File: src/rtl/wor_line_rx.sv
// wor_line_rx: receiver for a wired-OR single-wire bus (0 recessive, 1 dominant).
// Frame: start bit 1, DATA_BITS data bits MSB first, optional even-parity bit,
// stop bit 0. Decisions are taken only on bit_tick using the synchronized line.
// Optional feature: define WOR_LINE_RX_PARITY_EN to add the parity bit, the PAR
// state and the parity_err output.
module wor_line_rx #(
    parameter int DATA_BITS   = 8,
    parameter int SYNC_STAGES = 2
) (
    input  logic                 clk,
    input  logic                 rst,
    input  logic                 line_in,
    input  logic                 bit_tick,
    input  logic                 tx_active,
    input  logic                 tx_bit,
    output logic [DATA_BITS-1:0] rx_data,
    output logic                 rx_valid,
    output logic                 frame_err,
    output logic                 arb_lost,
    output logic                 busy
`ifdef WOR_LINE_RX_PARITY_EN
    ,
    output logic                 parity_err
`endif
);

    localparam int CNT_W = (DATA_BITS > 1) ? $clog2(DATA_BITS) : 1;
    localparam logic [CNT_W-1:0] CNT_LAST = CNT_W'(DATA_BITS - 1);

`ifdef WOR_LINE_RX_PARITY_EN
    typedef enum logic [1:0] {IDLE, DATA, PAR, STOP} state_t;
`else
    typedef enum logic [1:0] {IDLE, DATA, STOP} state_t;
`endif

    state_t                 state;
    state_t                 state_next;
    logic [SYNC_STAGES-1:0] sync_q;
    logic                   ls;
    logic [CNT_W-1:0]       cnt;
    logic [DATA_BITS-1:0]   shreg;

    // per-tick actions decoded from the current state
    logic start;
    logic shift;
    logic arb_hit;
    logic accept;
    logic stop_bad;
`ifdef WOR_LINE_RX_PARITY_EN
    logic par_ok;
    logic par_load;
    logic par_bad;
`endif

    // synchronizer chain on the bus line
    always_ff @(posedge clk or posedge rst) begin
        if (rst) sync_q <= '0;
        else     sync_q <= {sync_q[SYNC_STAGES-2:0], line_in};
    end

    assign ls   = sync_q[SYNC_STAGES-1];
    assign busy = (state != IDLE);

    // state register
    always_ff @(posedge clk or posedge rst) begin
        if (rst) state <= IDLE;
        else     state <= state_next;
    end

    // next-state and per-tick action decode; nothing moves without bit_tick
    always_comb begin
        state_next = state;
        start      = 1'b0;
        shift      = 1'b0;
        arb_hit    = 1'b0;
        accept     = 1'b0;
        stop_bad   = 1'b0;
`ifdef WOR_LINE_RX_PARITY_EN
        par_load   = 1'b0;
        par_bad    = 1'b0;
`endif
        if (bit_tick) begin
            case (state)
                IDLE: begin
                    if (ls) begin
                        state_next = DATA;
                        start      = 1'b1;
                    end
                end
                DATA: begin
                    shift   = 1'b1;
                    arb_hit = tx_active & ~tx_bit & ls;
                    if (cnt == CNT_LAST) begin
`ifdef WOR_LINE_RX_PARITY_EN
                        state_next = PAR;
`else
                        state_next = STOP;
`endif
                    end
                end
`ifdef WOR_LINE_RX_PARITY_EN
                PAR: begin
                    par_load   = 1'b1;
                    state_next = STOP;
                end
`endif
                STOP: begin
                    // a dominant stop bit is an error, never a new start
                    state_next = IDLE;
                    if (ls) stop_bad = 1'b1;
`ifdef WOR_LINE_RX_PARITY_EN
                    else if (!par_ok) par_bad = 1'b1;
`endif
                    else accept = 1'b1;
                end
                default: state_next = IDLE;
            endcase
        end
    end

    // datapath, sticky arbitration flag and registered result pulses
    always_ff @(posedge clk or posedge rst) begin
        if (rst) begin
            cnt        <= '0;
            shreg      <= '0;
            rx_data    <= '0;
            rx_valid   <= 1'b0;
            frame_err  <= 1'b0;
            arb_lost   <= 1'b0;
`ifdef WOR_LINE_RX_PARITY_EN
            par_ok     <= 1'b0;
            parity_err <= 1'b0;
`endif
        end else begin
            rx_valid  <= accept;
            frame_err <= stop_bad;
`ifdef WOR_LINE_RX_PARITY_EN
            parity_err <= par_bad;
            if (par_load) par_ok <= (ls == ^shreg);
`endif
            if (start) begin
                cnt      <= '0;
                arb_lost <= 1'b0;
            end
            if (shift) begin
                shreg <= DATA_BITS'({shreg, ls});
                cnt   <= cnt + CNT_W'(1);
            end
            if (arb_hit) arb_lost <= 1'b1;
            if (accept)  rx_data  <= shreg;
        end
    end

endmodule

File: config.mk
export PLATFORM = sky130hd
export DESIGN_NAME = wor_line_rx
export DESIGN_NICKNAME = d
export VERILOG_FILES = /design/src/rtl/wor_line_rx.sv
export SDC_FILE = /design/constraint.sdc
export NUM_CORES = 1
export LEC_CHECK = 0
export ABC_AREA = 1
export CAP_MARGIN = 20
export CORE_MARGIN = 5
export CORE_UTILIZATION = 50
export CTS_BUF_LIST = sky130_fd_sc_hd__clkbuf_8
export DETAILED_ROUTE_END_ITERATION = 7
export MAX_ROUTING_LAYER = met4
export PLACE_DENSITY = 0.88
export SYNTH_ARGS = -nofsm -noshare
export SYNTH_HDL_FRONTEND = slang
export SYNTH_SLANG_ARGS = --single-unit
export TNS_END_PERCENT = 5
File: constraint.sdc
create_clock -name clk -period 1.15 [get_ports clk]
set_input_delay 0.23 -clock clk [delete_from_list [all_inputs] [get_ports clk]]
set_output_delay 0.23 -clock clk [all_outputs]
set_load 0.02 [all_outputs]
==> impl_metrics.yaml <==
outcome:
  outcome: "finished, violations left"
  violations: "negative setup slack"
timing:
  finalMaxSlewViolations: 0
  relSlewSlack: 0.836
  whs_ns: 0.289
  rsz0062_at_grt: "yes"
  min_period_over_period: 1.06
  setup_violations: 1
  tightest_slew_ns: 0.245
  setup_slack_ns: -0.0635
  skew_ns: 0.00108
  setup_tns_ns: -0.0635
  period_minus_slack_ns: 1.21
  final_hold_viol_count: 0
  clock.fmax_ghz: 0.824
final_layout:
  layout-drive-gt1-share: 0.253
  antenna_cells: 0
  multi_input_area_sq_um: 369
  fin_nets: 155
  layout_commonest_cell: "nand2_1"
  area_growth_pct: 30.0
  fillCellCount: 156
  mostFrequentLayoutCells: "nand2_1 (51), dfrtp_1 (26), nand3_1 (13)"
  seqCellArea_sq_um: 651
pwr:
  p_leak_nw: 0.805
  total_power_mw: 2.85
  power.density_mw_per_mm2: 2050
  ir_drop_uv: 1360
synth:
  syn_area_sq_mm: 0.00107
  synth_top_cell_area_share: 0.607
  syn_nets: 122
  synth_area_per_cell_sq_um: 9.39
  ys_seq_area_frac: 0.607
  synth_largest_area_cell: "dfrtp_1"
  yosysWarnings: 0
  synth-seq-cells: 26
  synth_cell_types: 15
  netlist_instances: 114
  netlist_top_cells_area: "dfrtp_1 (61%), nand2_1 (18%), nand3_1 (6.1%), inv_1 (3.5%), ha_1 (2.3%)"
worst_hold_path:
  min_path_type: "in2async"
clocking:
  htree_levels: 1
  clk_latency_ns: 0.27
  cts_root_buffer: "clkbuf_8"
  clkSlewWorstSetupHoldPaths_ns: 0.08
  cts_made_buffers: 3
  cts_tree: "done"
  cts.sinks: 26
  cts_buffer_depth: 2
  hold_buffers: 0
floorplan:
  die_x_um: 56.3
  coreArea_sq_mm: 0.00200
  ios: 18
  fp-row-count: 16
  start_util: 0.535
  die_h_um: 56.3
  dieArea_sq_mm: 0.00317
drt:
  vias: 824
  drc_errors: 0
  drt-pass1-iter-count: 4
  drt_iter0_markers: 17
  wirelength_mm: 1.97
  wl_per_cell_um: 11.4
  drt.antenna.violating_nets: 0
  vias_per_cell: 4.76
global_route:
  antenna_found_initial: 0
  grt.total_usage: 0.142
  grt_pass1_vias: 826
  grt_max_degree: 27
  grt_overflow: 0
  grt_pass1_wl_mm: 3.42
critical_path:
  required_ns: 0.92
  path_max_fanout: 2
  cp_num_buf_inv: 2
  cpMaxStageDelayCell: "dfrtp_1"
  crit_arrival_ns: 0.98
  crit_chain: "nor2_2 > inv_1 > buf_2"
  cp_top_family: "flip-flops"
  critPathLaunchType: "flip-flop"
  critPathCaptureType: "output pin"
  slowest_delay_ns: 0.42
  worstSetupPathType: "reg2out"
placement:
  hpwlAfterDp_mm: 1.46
  globalplace.congestion: 0.765
  io_buffers: 17
flow_run:
  maxCapViolCount: 0
[cell type report]
type / instances / area share
sequential: 26 / 0.467
multi-input combinational: 75 / 0.265
timing repair buffer: 29 / 0.159
inverter: 12 / 0.0332
clock buffer: 3 / 0.0296
tap: 27 / 0.0243
clock inverter: 1 / 0.0216
[synth_stat cells (all sizes together)]
cell type and number:
clkinv 1, o21ai 1, nor2 5, nand2 52, buf 1, nand3 14
o22ai 1, dfrtp 26, ha 2, inv 11
[power by group]
part           switching (mW)  internal, mW
registers               0.166          1.15
clock network           0.272         0.465
logic                   0.478         0.323
total                   0.916          1.93
[worst register-to-register path: stages, from the launching register on]
cell and delay [ns]:
dfrtp_1 0.40, buf_4 0.17, nor2_4 0.21, nand2_4 0.12, nand2_1 0.07, nand2_1 0.05
[final timing paths]
check                      cells after the start  slack, ns       from    endpoint
max                                            3      -0.06   state[1]        busy
min                                            3       0.29        rst   frame_err
max reg2reg                                    5       0.03   state[0]  rx_data[5]
min reg2reg                                    0       0.36  sync_q[0]   sync_q[1]
max in group asynchronous                      3       0.71        rst  rx_data[4]
min in group clk                               0       0.36  sync_q[0]   sync_q[1]
[layer usage]
metal	track usage	vias up	share of wire
met1	0.166	384	0.45
met2	0.237	19	0.50
met5	-	-	0
li1	-	417	-
met3	0.0367	4	0.032
met4	0.0475	0	0.015
[cells by family (layout without fill, tap and decap cells)]
| kind of cell | after synthesis | count (layout) | share of synthesized area |
|---|---|---|---|
| AO/OA/AOI/OAI | 2 | 2 | 0.0105 |
| adder cells (fa/ha/maj) | 2 | 2 | 0.0234 |
| buffers and inverters | 13 | 45 | 0.0526 |
| flip-flops | 26 | 26 | 0.607 |
| AND/OR/NAND/NOR | 71 | 71 | 0.306 |
[repair_timing]
item	CTS	global route
pin swaps	0	2
gates resized for setup	39	13
setup endpoints to repair	24	31
setup buffers	0	0
[state kept, by name, summed over array words and instances (netlist names)]
signal,count
frame_err,1
sync_q,2
rx_valid,1
cnt,3
rx_data,8
state,2
shreg,8
arb_lost,1
[stage by stage]
stage	utilization	worst slack (ns)	cell area, sq um	std cells
finish	0.696	-0.0635	1390	173
global route	0.696	-0.106	1390	173
CTS	0.723	-0.0609	1450	173
detailed placement	0.683	-0.312	1370	169
global placement	0.683	-0.237	1370	169
floorplan	-	0.106	1070	114
Note: power is estimated with default switching activity, not from simulation.
